`src/rtl/easyaxi_pkg.sv`:
```
// Shared EasyAXI definitions: arbiter state encoding and index-width helper.
// No logic of its own.
// No flow control.
package easyaxi_pkg;

    typedef enum logic {
        ARB_IDLE = 1'b0,
        ARB_HOLD = 1'b1
    } arb_state_e;

    // Width of a requester index; never narrower than one bit.
    function automatic int idx_width(input int n);
        return (n > 1) ? $clog2(n) : 1;
    endfunction

endpackage

```
`src/rtl/easyaxi_order_fifo.sv`:
```
// In-order FIFO of granted requester indices; head data is combinational.
// Push visible at the head one cycle after the push edge; full/empty registered-count based.
// Pushes while full are ignored unless a pop frees the slot in the same cycle.
module easyaxi_order_fifo
#(
    parameter int DATA_WIDTH = 2,
    parameter int DEPTH      = 8
)
(
    input  logic                  clk,
    input  logic                  rst_n,
    input  logic                  push,
    input  logic [DATA_WIDTH-1:0] din,
    input  logic                  pop,
    output logic [DATA_WIDTH-1:0] dout,
    output logic                  empty,
    output logic                  full
);
    localparam int PTR_W = (DEPTH > 1) ? $clog2(DEPTH) : 1;

    logic [DATA_WIDTH-1:0] mem [DEPTH];
    logic [PTR_W-1:0]      wr_ptr;
    logic [PTR_W-1:0]      rd_ptr;
    logic [PTR_W:0]        count;
    logic                  wr_en;
    logic                  rd_en;

    assign rd_en = pop && !empty;
    assign wr_en = push && (!full || rd_en);

    always_ff @(posedge clk) begin
        if (wr_en) begin
            mem[wr_ptr] <= din;
        end
    end

    // DEPTH is a power of two, so the pointers wrap by plain overflow.
    always_ff @(posedge clk or negedge rst_n) begin
        if (!rst_n) begin
            wr_ptr <= '0;
            rd_ptr <= '0;
            count  <= '0;
        end else begin
            if (wr_en) begin
                wr_ptr <= wr_ptr + 1'b1;
            end
            if (rd_en) begin
                rd_ptr <= rd_ptr + 1'b1;
            end
            case ({wr_en, rd_en})
                2'b10:   count <= count + 1'b1;
                2'b01:   count <= count - 1'b1;
                default: count <= count;
            endcase
        end
    end

    assign dout  = mem[rd_ptr];
    assign empty = (count == '0);
    assign full  = (count == (PTR_W+1)'(DEPTH));

endmodule

```
`src/rtl/easyaxi_ar_arbiter.sv`:
```
// Round-robin AR arbiter onto one master port; R bursts steered back in issue order.
// Grant cycle N -> m_arvalid from N+1; one burst per 2 cycles; R steering is combinational.
// Captures stall while the outstanding FIFO is full; R beats stall while it is empty.
// EASYAXI_AR_ARB_FIXED_PRIO_EN selects fixed lowest-index-wins priority instead of round-robin.
module easyaxi_ar_arbiter
    import easyaxi_pkg::*;
#(
    parameter int REQ_NUM    = 4,
    parameter int ADDR_WIDTH = 32,
    parameter int LEN_WIDTH  = 8,
    parameter int OST_DEPTH  = 8
)
(
    input  logic                            clk,
    input  logic                            rst_n,
    input  logic [REQ_NUM-1:0]              req_arvalid,
    input  logic [REQ_NUM*ADDR_WIDTH-1:0]   req_araddr,
    input  logic [REQ_NUM*LEN_WIDTH-1:0]    req_arlen,
    output logic [REQ_NUM-1:0]              req_arready,
    output logic                            m_arvalid,
    input  logic                            m_arready,
    output logic [ADDR_WIDTH-1:0]           m_araddr,
    output logic [LEN_WIDTH-1:0]            m_arlen,
    input  logic                            m_rvalid,
    input  logic                            m_rlast,
    output logic                            m_rready,
    output logic [REQ_NUM-1:0]              req_rvalid,
    input  logic [REQ_NUM-1:0]              req_rready,
    output logic                            ost_full
);
    localparam int IDX_W = idx_width(REQ_NUM);

    arb_state_e             state;
    arb_state_e             state_nxt;
    logic                   capture;
    logic                   ar_hs;
    logic                   r_pop;
    logic                   fifo_empty;
    logic [IDX_W-1:0]       win_idx;
    logic [IDX_W-1:0]       head_idx;
    logic [IDX_W-1:0]       grant_idx;
    logic [IDX_W-1:0]       grant_ofs;
    logic [REQ_NUM-1:0]     rot_req;
    logic [ADDR_WIDTH-1:0]  sel_addr;
    logic [LEN_WIDTH-1:0]   sel_len;

`ifdef EASYAXI_AR_ARB_FIXED_PRIO_EN
    assign rot_req   = req_arvalid;
    assign grant_idx = grant_ofs;
`else
    logic [IDX_W-1:0] rr_ptr;
    logic [IDX_W:0]   grant_sum;

    // Rotate so that bit 0 is the requester at rr_ptr; the offset is added back below.
    assign rot_req   = REQ_NUM'({req_arvalid, req_arvalid} >> rr_ptr);
    assign grant_sum = {1'b0, rr_ptr} + {1'b0, grant_ofs};
    assign grant_idx = (grant_sum >= (IDX_W+1)'(REQ_NUM))
                     ? IDX_W'(grant_sum - (IDX_W+1)'(REQ_NUM))
                     : grant_sum[IDX_W-1:0];

    always_ff @(posedge clk or negedge rst_n) begin
        if (!rst_n) begin
            rr_ptr <= '0;
        end else if (ar_hs) begin
            rr_ptr <= (win_idx == IDX_W'(REQ_NUM-1)) ? '0 : win_idx + 1'b1;
        end
    end
`endif

    always_comb begin
        grant_ofs = '0;
        for (int k = REQ_NUM-1; k >= 0; k--) begin
            if (rot_req[k]) begin
                grant_ofs = IDX_W'(k);
            end
        end
    end

    always_comb begin
        sel_addr = '0;
        sel_len  = '0;
        for (int i = 0; i < REQ_NUM; i++) begin
            if (grant_idx == IDX_W'(i)) begin
                sel_addr = req_araddr[i*ADDR_WIDTH +: ADDR_WIDTH];
                sel_len  = req_arlen[i*LEN_WIDTH +: LEN_WIDTH];
            end
        end
    end

    always_ff @(posedge clk or negedge rst_n) begin
        if (!rst_n) begin
            state <= ARB_IDLE;
        end else begin
            state <= state_nxt;
        end
    end

    always_comb begin
        state_nxt = state;
        capture   = 1'b0;
        ar_hs     = 1'b0;
        case (state)
            ARB_IDLE: begin
                if ((|req_arvalid) && !ost_full) begin
                    capture   = 1'b1;
                    state_nxt = ARB_HOLD;
                end
            end
            ARB_HOLD: begin
                if (m_arready) begin
                    ar_hs     = 1'b1;
                    state_nxt = ARB_IDLE;
                end
            end
            default: state_nxt = ARB_IDLE;
        endcase
    end

    always_ff @(posedge clk or negedge rst_n) begin
        if (!rst_n) begin
            m_araddr <= '0;
            m_arlen  <= '0;
            win_idx  <= '0;
        end else if (capture) begin
            m_araddr <= sel_addr;
            m_arlen  <= sel_len;
            win_idx  <= grant_idx;
        end
    end

    assign req_arready = capture ? (REQ_NUM'(1) << grant_idx) : '0;
    assign m_arvalid   = (state == ARB_HOLD);

    // A HOLD always owns a free slot: capture was only allowed while not full.
    easyaxi_order_fifo #(
        .DATA_WIDTH (IDX_W),
        .DEPTH      (OST_DEPTH)
    ) u_order_fifo (
        .clk   (clk),
        .rst_n (rst_n),
        .push  (ar_hs),
        .din   (win_idx),
        .pop   (r_pop),
        .dout  (head_idx),
        .empty (fifo_empty),
        .full  (ost_full)
    );

    assign m_rready   = !fifo_empty && req_rready[head_idx];
    assign req_rvalid = fifo_empty ? '0 : ({{(REQ_NUM-1){1'b0}}, m_rvalid} << head_idx);
    assign r_pop      = m_rvalid && m_rready && m_rlast;

endmodule

```
`config.mk`:
```
export PLATFORM = sky130hd
export DESIGN_NAME = easyaxi_ar_arbiter
export DESIGN_NICKNAME = d
export VERILOG_FILES = /design/src/rtl/easyaxi_pkg.sv /design/src/rtl/easyaxi_order_fifo.sv /design/src/rtl/easyaxi_ar_arbiter.sv
export SDC_FILE = /design/constraint.sdc
export NUM_CORES = 1
export LEC_CHECK = 0
export BUFFER_PORTS_ARGS = -buffer_cell sky130_fd_sc_hd__clkbuf_2
export CAP_MARGIN = 20
export CORE_MARGIN = 4
export CORE_UTILIZATION = 35
export DETAILED_ROUTE_END_ITERATION = 12
export PLACE_DENSITY = 0.65
export SYNTH_ARGS = -nofsm -noshare
export SYNTH_HDL_FRONTEND = slang
export SYNTH_SLANG_ARGS = --single-unit
```
`constraint.sdc`:
```
create_clock -name clk -period 7.1 [get_ports clk]
set_clock_uncertainty 0.2 [all_clocks]
set_input_delay 1.065 -clock clk [delete_from_list [all_inputs] [get_ports clk]]
set_output_delay 1.065 -clock clk [all_outputs]
set_load 0.02 [all_outputs]
```
==> results.md, run 1 <==
Routing:
- The detailed router placed approximately 3300 vias in this run.
- The detail-routed via count per cell is 5.06.
- The DRC violation count after routing is 0.
- The total detailed-routing wirelength is 10700 um.
- In this run, the number of DRC markers left after iteration 0 of detailed routing was 79.
- Before antenna repair, the detailed router went through 4 iterations.
- The mean routed wirelength per cell is 16.6 um.
- The antenna violation net count after detailed routing is 0.

CTS:
- The CTS tree is yes.
- The tree built by TritonCTS fans out to 71 sinks.
- The number of gates resized after CTS is 0.
- In this run the deepest clock path goes through 2 buffers.
- After clock tree synthesis, the setup repair step added 0 buffers.
- The H-tree was split into 3 levels.
- After clock tree synthesis, the clock-pin slew on the worst setup and hold paths is ~0.050 ns.
- The clock reaches the later pin of the worst-skew pair after roughly 0.32 ns.
- Buffers inserted to repair hold after CTS numbered 0.
- In this run, CTS created clock tree buffers numbering 9.
- The tree is rooted in a clkbuf_16.

Pwr:
- The leakage power total is 2.65 nW.
- VDD sags by at most 388 uV.
- The power per cell area is about 550 mW/mm^2.
- The overall power of the completed layout is 3.10 mW.

Worst setup path:
- For this run, the slowest stage of the critical path takes 0.34 ns.
- The worst setup path is captured at an output port.
- The critical path is of the in2out type.
- The category of the worst setup path launch point is an input pin.
- The worst reg-to-reg setup slack is 3.16 ns.
- In this design, the critical path's most frequently occurring cell is clkbuf_2.
- Walking the worst path, the cells encountered are clkbuf_2, nor2_1, o21ai_0, o221ai_1, ha_4, xnor2_1, xnor2_2, buf_4, nor3b_1, clkbuf_2.
- The cell depth of the worst flop-to-flop path is 13.
- The required time at the endpoint of the critical path is 5.83 ns.
- The worst path arrival time is 3.23 ns.
- The endpoint identified for the worst register-to-register timing path is u_order_fifo.count[3].
- The master of the slowest instance on the critical path is nor2_1.
- In this run the critical register-to-register path is launched from u_order_fifo.rd_ptr[0].
- Along the worst path, the maximum fanout reaches 24.

Logic synthesis:
- Counting flops and latches in the post-synthesis netlist gives 71.
- The most area-hungry cell type in the Yosys netlist is dfrtp_1.
- After synthesis, the mean cell area works out to 14.8 um^2.
- Ranked by total cell area, the synthesized netlist is headed by dfrtp_1, mux4_2, mux2_2.
- Counting every instance in the synthesized netlist gives 276.
- Of the synthesized area, sequential elements account for 45.4%.
- The share of Yosys cell area claimed by the top area cell type is about a third.
- The synthesized netlist contains 34 unique library cells.
- The number of flops mapped to enable cells by yosys is 16.
- The fraction of registers with async set or reset after synthesis is 77.5%.
- The commonest register cell after synthesis is dfrtp_1.
- The cell area that synthesis handed to floorplanning was 0.00409 mm^2.
- Yosys printed 0 warnings.
- The number of nets in the synthesized netlist is 457.

Global routing:
- The first global-routing pass estimated 17000 um of wire.
- The total overflow left after global routing is 0.
- Global routing consumed, over all layers together, around 16% of the routing resources.
- The initial antenna violation count is 0.
- The maximum number of pins on one net before global-route repair is between 50 and 60.
- The number of global-route vias before repair was 3540.

Final layout:
- The net count of the finished layout is roughly 680.
- The layout overhead on the synthesized area is 38.5%.
- The number of antenna diodes in the final layout is 0.
- The share of cells above drive strength 1 is 66.7%.
- In the layout the commonest cells are clkbuf_2, dfrtp_1, mux2_2.
- The most frequent standard cell in the layout excluding fill and tap cells is clkbuf_2.

Timing:
- The worst-margin pin slew is 0.787 ns.
- In the post-route analysis, the smallest setup slack over all paths is 2.60 ns.
- The part of the cycle the worst path needs is 63.3%.
- The number of max-slew violations in the final report is 0.
- The final critical path time including I/O delays and setup is roughly 4.5 ns.
- The tightest slew margin relative to the limit is 47.5%.
- The number of setup violations in the final report is 0.
- Static timing analysis puts the maximum clock frequency at between 200 and 250 MHz.
- The hold violation total from the final report is 0.
- Setup repair after global routing left no endpoint under its margin.
- After routing, the total negative slack on setup checks comes to 0 ns.

Hold path:
- The worst hold path endpoint is u_order_fifo.wr_ptr[2].
- Counting instances, the worst hold path has a depth of 1.
- The class of the most critical hold timing path is reg2reg.
- The worst hold path begins at u_order_fifo.wr_ptr[2].

Die:
- The floorplan step set the die height to 116 um.
- The floorplan step set the die width to between 100 and 150 um.
- The total I/O pin count is 224.
- The die covers 0.0135 mm^2.
- The region available for standard cell placement spans 0.0114 mm^2.
- The starting density of the core is 35.9%.
- The floorplan row count is 39.

Outcome:
- The flow ran to the end, and the final reports show no timing, DRC or antenna violations.

Place:
- The count of input and output buffers is ~220.
- Summed over all nets, the half-perimeter wirelength after detailed placement is ~8600 um.
- Prior to clock tree synthesis, the placed netlist has a worst setup slack of 2.61 ns.
- The congestion estimate from routability-driven global placement came to 0.804.

Flow run:
- Across the run, the number of max-cap violations was 0.
-- metal layers --
metal / share of wire (%) / wire [um] / track usage, %
met5: 0 / 0 / 0
met4: 0.94 / 101 / 4.49
met3: 7.2 / 770 / 3.63
met2: 54 / 5750 / 29.3
met1: 38 / 4080 / 19.2
-- critical path, delay by kind of cell --
kind	cells	cell delay, ns
AND/OR/NAND/NOR	2	0.57
AO/OA/AOI/OAI	2	0.43
buffers and inverters	3	0.66
XOR/XNOR	2	0.31
adder cells (fa/ha/maj)	1	0.18
-- area by class of cell --
type / instances / area, um^2
Clock inverter: 7 / 63.8
Fill cell: 1002 / 5750
Tap cell: 143 / 179
Timing Repair Buffer: 228 / 1160
Sequential cell: 71 / 1860
Inverter: 6 / 22.5
Clock buffer: 9 / 225
Multi-Input combinational cell: 180 / 2160
-- state kept, by name (all words and copies together) (netlist names) --
| name | flops |
|---|---|
| u_order_fifo.wr_ptr | 3 |
| u_order_fifo.count | 4 |
| rr_ptr | 2 |
| u_order_fifo.mem | 16 |
| m_arlen | 8 |
| win_idx | 2 |
| u_order_fifo.rd_ptr | 3 |
| m_araddr | 32 |
| m_arvalid | 1 |
-- through the flow --
step | hold WS, ns | utilization (%) | std cells | cell area, um^2
final | 0.294 | 49.6 | 644 | 5670
after global routing | 0.311 | 49.6 | 644 | 5670
after CTS | 0.298 | 49.5 | 643 | 5650
after detailed placement | 0.287 | 47.0 | 627 | 5370
after global placement | 0.281 | 47.0 | 627 | 5370
after floorplan | 0.257 | - | 276 | 4090
-- where the power goes --
part	switching, mW	internal [mW]	total (mW)
Clock	0.165	0.268	0.434
Combinational	0.880	1.01	1.89
Sequential	0.150	0.621	0.771
-- cells in the mapped netlist (2+ instances only) --
master    instances
dfrtp_1          55
mux2_2           44
mux4_2           42
nand2_1          19
edfxtp_1         16
clkbuf_1         15
nor2_1           12
ha_1              7
inv_1             6
xnor2_1           6
nor3b_1           5
nand2b_1          4
nor2b_1           4
nor3_1            4
xor2_1            4
a21oi_1           3
and3_1            3
mux2_1            3
mux2i_1           3
o21ai_0           3
buf_1             2
buf_6             2
mux4_1            2
o221ai_1          2
-- how the worst max path moves through the flow --
stage / startpoint / end / slack (ns) / cells after the start
2_1_floorplan: req_arvalid[2] / req_arready[2] / 2.43 / 9
3_3_place_gp: req_arvalid[0] / req_arready[1] / 2.71 / 9
3_5_place_dp: req_arvalid[2] / req_arready[2] / 2.61 / 10
4_1_cts: req_arvalid[2] / req_arready[2] / 2.60 / 10
5_1_grt: req_arvalid[0] / req_arready[1] / 2.37 / 9
6_report: req_arvalid[2] / req_arready[2] / 2.60 / 10
-- logic make-up (layout without fill, tap and decap cells) --
family          after synthesis  in the layout  share of synthesized area, %
mux                          95             95                          38.4
flops                        71             71                          45.4
simple gates                 52             52                          6.08
buf+inv                      25            250                          2.66
compound gates               15             15                          2.72
xor+xnor                     10             10                          2.14
fa+ha+maj                     8              8                          2.63
Power figures use the tool's default switching activity.
==> run 2, diff against run 1 <==
--- a/config.mk
+++ b/config.mk
@@ -5,12 +5,13 @@
 export SDC_FILE = /design/constraint.sdc
 export NUM_CORES = 1
 export LEC_CHECK = 0
+export ABC_AREA = 1
 export BUFFER_PORTS_ARGS = -buffer_cell sky130_fd_sc_hd__clkbuf_2
 export CAP_MARGIN = 20
 export CORE_MARGIN = 4
 export CORE_UTILIZATION = 35
 export DETAILED_ROUTE_END_ITERATION = 12
-export PLACE_DENSITY = 0.65
+export PLACE_DENSITY = 0.63
 export SYNTH_ARGS = -nofsm -noshare
 export SYNTH_HDL_FRONTEND = slang
 export SYNTH_SLANG_ARGS = --single-unit
==> constraint.sdc (replaced) <==
create_clock -name clk -period 4.15 [get_ports clk]
set_clock_uncertainty 0.2 [all_clocks]
set_input_delay 0.6225 -clock clk [delete_from_list [all_inputs] [get_ports clk]]
set_output_delay 0.6225 -clock clk [all_outputs]
set_load 0.02 [all_outputs]
==> run 2 against run 1 <==
Final cell count rose by 71%. Largest cell class unchanged. Global-route usage rose by 4.1 points. Setup slack got worse by 2.0 ns. First-iteration DRC count rose to 3.1 times the previous value. Hold slack got worse by 0.12 ns. Critical path type is now reg2out.
==> results.md, run 2 <==
Outcome:
- Status: finished clean (unchanged).

Pwr:
- The fraction of power consumed by combinational cells is 69.9% (was 61.1%).
- The worst voltage drop across the vdd grid is 499 uV (was 388 uV).
- The power per cell area is 1040 mW/mm^2 (was 546 mW/mm^2).
- The net switching power of the design was 3.67 mW (was 1.19 mW).
- The internal power component was 2.90 mW (was 1.90 mW).
- The part of the total power dissipated in the clock network is 10.4% (was 14.0%).
- The leakage power total is 3.58 nW (was 2.65 nW).
- The share of power burned in registers is 19.7% (was 24.9%).
- The switching share of total power is 55.8% (was 38.6%).

Routing:
- The DRC violation count after routing is 0 (unchanged).
- The length of the first detailed-routing pass in iterations is 5 (was 4).
- The antenna violation net count after detailed routing is 0 (unchanged).
- The detail-routed via count per cell is 4.78 (was 5.06).
- The mean routed wirelength per cell is 14.4 um (was 16.6 um).
- The number of DRC markers in iteration 0 is 248 (was 79).
- The total detailed-routing wirelength is 15900 um (was 10700 um).
- The count of vias placed by the detailed router is 5273 (was 3261).

CTS:
- The number of clock sinks came to 71 (unchanged).
- The cell chosen for the clock root is clkbuf_16 (unchanged).
- The number of gates resized after CTS is 0 (unchanged).
- The hold buffer count at cts is 0 (unchanged).
- The clock transition time at the flip-flop clock pins of the worst setup and hold paths is 0.06 ns (was 0.05 ns).
- The CTS tree is yes (unchanged).
- The number of buffers between clock root and the deepest sink was 2 (unchanged).
- The number of CTS-inserted buffers is 9 (unchanged).
- The clock latency on the worst-skew pair is 0.33 ns (was 0.32 ns).
- The number of H-tree levels was 3 (unchanged).
- The buffers inserted during post-CTS setup optimization is 0 (unchanged).

Worst setup path:
- The category of the most critical setup path is reg2out (was in2out).
- The category of the worst setup path launch point is a register (was input pin).
- The required time at the endpoint of the critical path is 3.33 ns (was 5.83 ns).
- The worst path arrival time is 2.69 ns (was 3.23 ns).
- The worst reg-to-reg setup slack was 0.84 ns (was 3.16 ns).
- The terminus of the critical flop-to-flop path is u_order_fifo.count[3] (unchanged).
- The cell depth of the worst flop-to-flop path is 20 (was 13).
- The capturing element type of the critical path is an output port (unchanged).
- The highest net fanout along the worst path was 34 (was 24).
- The startpoint of the worst register-to-register path was u_order_fifo.rd_ptr[0] (unchanged).

Final layout:
- The filler cell count was 1454 (was 1002).
- The net count of the finished layout is 1103 (was 677).
- The number of antenna repair diodes was 0 (unchanged).
- Regs by FF count: m_araddr (32), u_order_fifo.mem (16), m_arlen (8) (unchanged).
- Commonest cells after routing, fill and taps aside: nand2_1, clkbuf_2, nand3_1 (was clkbuf_2, dfrtp_1, mux2_2).
- The most frequent standard cell in the layout excluding fill and tap cells is nand2_1 (was clkbuf_2).
- The number of flip-flops under the largest register name is 32 (unchanged).
- The share of cells above drive strength 1 is 28.4% (was 66.7%).
- The final standard cell area without fillers is 0.00630 mm^2 (was 0.00567 mm^2).
- The register with the most flip-flops is m_araddr (unchanged).
- The layout overhead on the synthesized area is 31.1% (was 38.5%).

Timing:
- The number of max-slew violations in the final report came to 0 (unchanged).
- The final total negative setup slack is 0 ns (unchanged).
- The fmax is 284 MHz.
- The worst-margin pin slew was 0.823 ns (was 0.787 ns).
- Dividing the final minimum period by the clock period gives 84.7%.
- The hold violation total from the final report was 0 (unchanged).
- Setup repair after global routing missed its margin: no (unchanged).
- The tightest slew margin relative to the limit is 45.1% (was 47.5%).
- For the finished layout, the period the worst path requires is between 3 and 4 ns.
- The number of setup violations in the final report is 0 (unchanged).

Die:
- The total die area came to 0.0157 mm^2 (was 0.0135 mm^2).
- The floorplan row count came to 42 (was 39).
- The starting density of the core was 36.0% (was 35.9%).
- The placeable core region was 0.0133 mm^2 (was 0.0114 mm^2).
- The total I/O pin count was 224 (unchanged).
- The die width came to 125 um (was 116 um).
- The die boundary height was 125 um (was 116 um).

Logic synthesis:
- The share of Yosys cell area claimed by the top area cell type is 28.6% (was 33.6%).
- The post-synth net total came to 896 (was 457).
- The number of synthesis warnings is 0 (unchanged).
- The synthesized instance count was 715 (was 276).
- The fraction of registers with async set or reset after synthesis was 77.5% (unchanged).
- The most area-hungry cell type in the Yosys netlist is dfrtp_1 (unchanged).
- The commonest register cell after synthesis was dfrtp_1 (unchanged).
- Most frequent cells after synthesis: nand2_1, nand3_1, inv_1 (was dfrtp_1, mux2_2, mux4_2).
- The combined area of all synthesized cells is 0.00481 mm^2 (was 0.00409 mm^2).
- The number of storage elements in the synthesis netlist was 71 (unchanged).
- The number of flops mapped to enable cells by yosys is 16 (unchanged).
- The most used standard cell by instance count after synthesis is nand2_1 (was dfrtp_1).
- Leading cell types by total area after synthesis: dfrtp_1, nand2_1, nand3_1 (was dfrtp_1, mux4_2, mux2_2).
- The portion of the post-synthesis area used by sequential elements came to 38.6% (was 45.4%).
- The mean instance size in the synthesized netlist came to 6.73 um^2 (was 14.8 um^2).
- The post-synthesis cell type count came to 36 (was 34).

Global routing:
- The global-route wire length before repair was 25700 um (was 17000 um).
- The maximum number of pins on one net before global-route repair is 69 (was 56).
- The number of global-route vias before repair came to 5114 (was 3540).
- The initial antenna violation count is 0 (unchanged).
- The overall global routing resource usage is 20.3% (was 16.1%).
- The total congestion overflow after global routing is 0 (unchanged).

Place:
- The placed cell area came to 0.00605 mm^2 (was 0.00537 mm^2).
- The HPWL reported at the end of detailed placement is 12300 um (was 8600 um).
- The count of input and output buffers came to 223 (unchanged).
- The final weighted congestion in routability-driven placement was 0.827 (was 0.804).

Hold path:
- The class of the most critical hold timing path is in2async (was reg2reg).

Flow run:
- The reported max-cap violation count is 0 (unchanged).
-- run 2: cell types whose count changed after synthesis, moves of 7 or more --
cell	before	now
a21oi_1	3	20
buf_2	0	11
inv_1	6	88
mux2_2	44	0
mux4_2	42	0
nand2_1	19	226
nand3_1	0	124
nand4_1	0	24
nor2_1	12	66
o21ai_0	3	10
-- run 2: how the worst max path moves through the flow --
stage,startpoint,to,slack [ns]
6_report,rr_ptr[0],req_arready[3],0.63
5_1_grt,rr_ptr[0],req_arready[3],0.35
4_1_cts,rr_ptr[0],req_arready[3],0.56
3_5_place_dp,req_arvalid[0],req_arready[3],0.74
3_3_place_gp,req_arvalid[0],req_arready[3],0.76
2_1_floorplan,req_arvalid[0],req_arready[0],0.75
-- run 2: kinds of logic after synthesis --
logic type      count (synthesis)  share of synthesized area [%]
fa+ha+maj                       8                           2.24
compound gates                 39                           4.21
simple gates                  460                           42.7
xor+xnor                        6                           1.09
buf+inv                       131                           11.1
flops                          71                           38.6
-- run 2: power by group through the flow --
stage          clock network, mW  registers (mW)  logic (mW)
2_1_floorplan                  0            1.47        3.30
3_3_place_gp                   0            1.31        4.59
3_5_place_dp                   0            1.30        4.62
4_1_cts                    0.704            1.30        4.63
5_1_grt                    0.737            1.34        5.16
6_report                   0.683            1.30        4.59
-- run 2: metal layers --
metal | GRT usage, % | vias to the layer above | wire length (um)
met5 | 0 | - | 0
met4 | 6.38 | 0 | 269
met3 | 4.90 | 24 | 1100
met2 | 34.5 | 189 | 7830
met1 | 25.4 | 2374 | 6720
li1 | - | 2686 | -
-- run 2: area by class of cell --
cell class	count	area, um^2	share of cell area, %
multi-input cells	513	2430	38.5
flip-flops and latches	71	1860	29.5
repair buffers	233	1190	18.9
inverters	94	353	5.60
clock buffers	10	229	3.63
well taps	176	220	3.49
clock inverters	6	27.5	0.437
-- run 2: worst max-delay path: stages (launching register included) --
cell	delay [ns]
dfrtp_1	0.47
inv_2	0.11
nand2_1	0.07
nand2_1	0.06
nand2_1	0.07
nand2_1	0.07
nand2_1	0.04
a21boi_0	0.17
ha_2	0.20
xor2_1	0.28
nand2_4	0.11
nand2_8	0.22
nand2_2	0.08
nor2_1	0.18
clkbuf_2	0.22
-- run 2: through the flow --
step                hold slack, ns  cells  total power, mW  utilization (%)  setup WS [ns]
global placement             0.265   1087             5.90             45.3          0.763
global route                 0.243   1103             7.24             47.2          0.347
detailed placement           0.265   1087             5.92             45.3          0.742
floorplan                    0.127    715             4.76                -          0.753
CTS                          0.204   1103             6.63             47.2          0.559
finish                       0.172   1103             6.57             47.2          0.634
==> run 3, diff against run 2 <==
==> constraint.sdc (replaced) <==
create_clock -name clk -period 3.45 [get_ports clk]
set_clock_uncertainty 0.2 [all_clocks]
set_input_delay 0.5175 -clock clk [delete_from_list [all_inputs] [get_ports clk]]
set_output_delay 0.5175 -clock clk [all_outputs]
set_load 0.02 [all_outputs]
==> run 3 against run 2 <==
The flow now finishes with violations (hold timing). First-iteration DRC count grew 54%. Non-clock buffer count grew 13. Critical path type unchanged. Final area grew 3.0%.
==> results.md, run 3 (synthesis results as in run 2) <==
Pwr:
- The worst voltage drop across the vdd grid was 564 uV (was 499 uV).
- The fraction of power consumed by combinational cells came to 70.0% (was 69.9%).
- The internal power component is 3.89 mW (was 2.90 mW).
- The leakage power total came to 3.67 nW (was 3.58 nW).
- The power per cell area is 1300 mW/mm^2 (was 1040 mW/mm^2).
- The share of power burned in registers is 18.3% (was 19.7%).
- The net switching power of the design is 4.57 mW (was 3.67 mW).
- The part of the total power dissipated in the clock network is 11.7% (was 10.4%).
- The switching share of total power is 54.0% (was 55.8%).

Flow run:
- The reported max-cap violation count is 0 (unchanged).

Timing:
- The final critical path takes up 92.3% of the cycle.
- The number of max-slew violations in the final report was 0 (unchanged).
- The final critical-path setup slack was 0.267 ns (was 0.634 ns).
- The worst-margin pin slew was 0.688 ns (was 0.823 ns).
- The tightest slew margin relative to the limit is 54.1% (was 45.1%).
- The hold violation total from the final report is 22 (was 0).
- The number of setup violations in the final report was 0 (unchanged).
- The final critical path time including I/O delays and setup is 3.18 ns.
- The hold slack was -0.0119 ns (was 0.172 ns).
- The fmax is between 300 and 400 MHz.
- The final total negative setup slack is 0 ns (unchanged).

Outcome:
- The final reports fail on hold timing.
- Status: finished, violations left (was finished clean).

Final layout:
- Commonest cells after routing, fill and taps aside: nand2_1, clkbuf_2, nand3_1 (unchanged).
- The layout overhead on the synthesized area is 34.9% (was 31.1%).
- The number of flip-flops under the largest register name is 32 (unchanged).
- The register with the most flip-flops is m_araddr (unchanged).
- The most frequent standard cell in the layout excluding fill and tap cells is nand2_1 (unchanged).
- Regs by FF count: m_araddr (32), u_order_fifo.mem (16), m_arlen (8) (unchanged).
- The final design utilization was 48.6% (was 47.2%).
- The net count of the finished layout is 1117 (was 1103).
- The share of cells above drive strength 1 is 30.3% (was 28.4%).
- The count of non-filler cells in the finished layout is 1117 (was 1103).
- The number of antenna repair diodes is 0 (unchanged).

Place:
- The count of input and output buffers is 223 (unchanged).
- The post-place setup slack is 0.172 ns (was 0.742 ns).
- The final weighted congestion in routability-driven placement is 0.830 (was 0.827).
- The HPWL reported at the end of detailed placement is 12200 um (was 12300 um).
- The cell count after placement is 1089 (was 1087).

Worst setup path:
- Critical path, cell by cell: inv_2, nand2_1, nand2_1, nand2_1, nand2_1, nand2_1, a21boi_0, ha_2, xor2_2, nand3b_4, nand2_8, nor3_1, clkbuf_2 (was inv_2, nand2_1, nand2_1, nand2_1, nand2_1, nand2_1, a21boi_0, ha_2, xor2_1, nand2_4, nand2_8, nand2_2, nor2_1, clkbuf_2).
- The highest net fanout along the worst path was 15 (was 34).
- The cell depth of the worst flop-to-flop path is 20 (unchanged).
- The most repeated library cell on the critical path is nand2_1 (unchanged).
- The category of the most critical setup path is reg2out (unchanged).
- The delay of the slowest cell on the worst path is 0.45 ns (was 0.47 ns).
- The capturing element type of the critical path was an output port (unchanged).
- The worst path arrival time is 2.47 ns (was 2.69 ns).
- The master of the slowest instance on the critical path is dfrtp_2 (was dfrtp_1).
- The category of the worst setup path launch point is a register (unchanged).
- The required time at the endpoint of the critical path is 2.73 ns (was 3.33 ns).

Routing:
- The detail-routed via count per cell came to 4.80 (was 4.78).
- The total detailed-routing wirelength was 16300 um (was 15900 um).
- The highest metal layer with signal wires is met4 (unchanged).
- The routed length on met3 is 1460 um (was 1100 um).
- The count of vias placed by the detailed router is 5367 (was 5273).
- The length of the first detailed-routing pass in iterations is 7 (was 5).
- The antenna violation net count after detailed routing came to 0 (unchanged).
- The number of DRC markers in iteration 0 was 381 (was 248).
- The mean routed wirelength per cell is 14.6 um (was 14.4 um).
- The routed length on met2 is 7660 um (was 7830 um).
- The sum of routed wire segments on met1 came to 6770 um (was 6720 um).
- The DRC violation count after routing is 0 (unchanged).

Die:
- The total I/O pin count was 224 (unchanged).
- The floorplan row count was 42 (unchanged).
- The placeable core region is 0.0133 mm^2 (unchanged).
- The total die area is 0.0157 mm^2 (unchanged).
- The starting density of the core is 36.0% (unchanged).
- The die width was 125 um (unchanged).
- The die boundary height is 125 um (unchanged).

Global routing:
- The initial antenna violation count is 0 (unchanged).
- The overall global routing resource usage is 20.5% (was 20.3%).
- The global-route wire length before repair is 25900 um (was 25700 um).
- The maximum number of pins on one net before global-route repair is 67 (was 69).
- The total congestion overflow after global routing was 0 (unchanged).
- The number of global-route vias before repair is 5100 (was 5114).

CTS:
- The number of H-tree levels was 3 (unchanged).
- The clock latency on the worst-skew pair is 0.33 ns (about the same).
- The hold buffer count at cts came to 0 (unchanged).
- The clock transition time at the flip-flop clock pins of the worst setup and hold paths was 0.06 ns (about the same).
- The number of CTS-inserted buffers is 9 (unchanged).
- The cell chosen for the clock root is clkbuf_16 (unchanged).
- The CTS tree is yes (unchanged).
- The number of buffers between clock root and the deepest sink is 2 (unchanged).
- The number of clock sinks is 71 (unchanged).

Hold path:
- The class of the most critical hold timing path is in2async (unchanged).
run 3: critical path: cells and delay by family (launching register included):
family,cells,cell delay [ns]
compound gates,1,0.17
xor+xnor,1,0.22
fa+ha+maj,1,0.22
buf+inv,2,0.30
flops,1,0.45
simple gates,8,0.76
run 3: path summary, 6_finish.rpt:
kind | slack, ns | startpoint | endpoint
min in group clk | 0.18 | m_arready | m_arvalid
worst max register to register | 0.29 | u_order_fifo.rd_ptr[0] | u_order_fifo.count[3]
worst min-delay path | -0.01 | rst_n | m_araddr[6]
worst max-delay path | 0.27 | rr_ptr[0] | req_arready[0]
worst min register to register | 0.28 | m_araddr[20] | m_araddr[20]
max in group asynchronous | 2.18 | rst_n | m_araddr[24]
run 3: power by group through the flow:
stage | clock network (mW) | logic, mW | registers, mW
after floorplan | 0 | 3.96 | 1.77
after global placement | 0 | 5.60 | 1.56
after detailed placement | 0 | 5.63 | 1.56
after CTS | 1.01 | 5.65 | 1.56
after global routing | 1.06 | 6.63 | 1.60
final | 0.989 | 5.92 | 1.55
run 3: area by class of cell:
class / count / area, um^2
tap: 176 / 220
clock buffer: 10 / 229
clock inverter: 6 / 85.1
fill: 1435 / 6860
timing repair buffer: 246 / 1290
sequential: 71 / 1860
multi-input combinational: 514 / 2460
inverter: 94 / 353
run 3: metrics by stage:
step | cell area [um^2] | total power [mW] | hold slack [ns]
floorplan | 4810 | 5.73 | 0.0219
global placement | 6060 | 7.16 | 0.264
global route | 6490 | 9.30 | 0.0452
finish | 6490 | 8.46 | -0.0119
CTS | 6380 | 8.22 | 0.0185
detailed placement | 6060 | 7.19 | 0.266
run 3: what timing repair did:
item / 4_1_cts / 5_1_grt
endpoints found under the setup margin: 0 / 5
setup buffers: 0 / 11
resized for setup: 0 / 6
run 3: metal layers:
layer,up-vias,GRT usage [%]
met5,-,0
met4,0,8.23
met3,29,5.80
met2,222,33.2
met1,2391,25.8
li1,2725,-
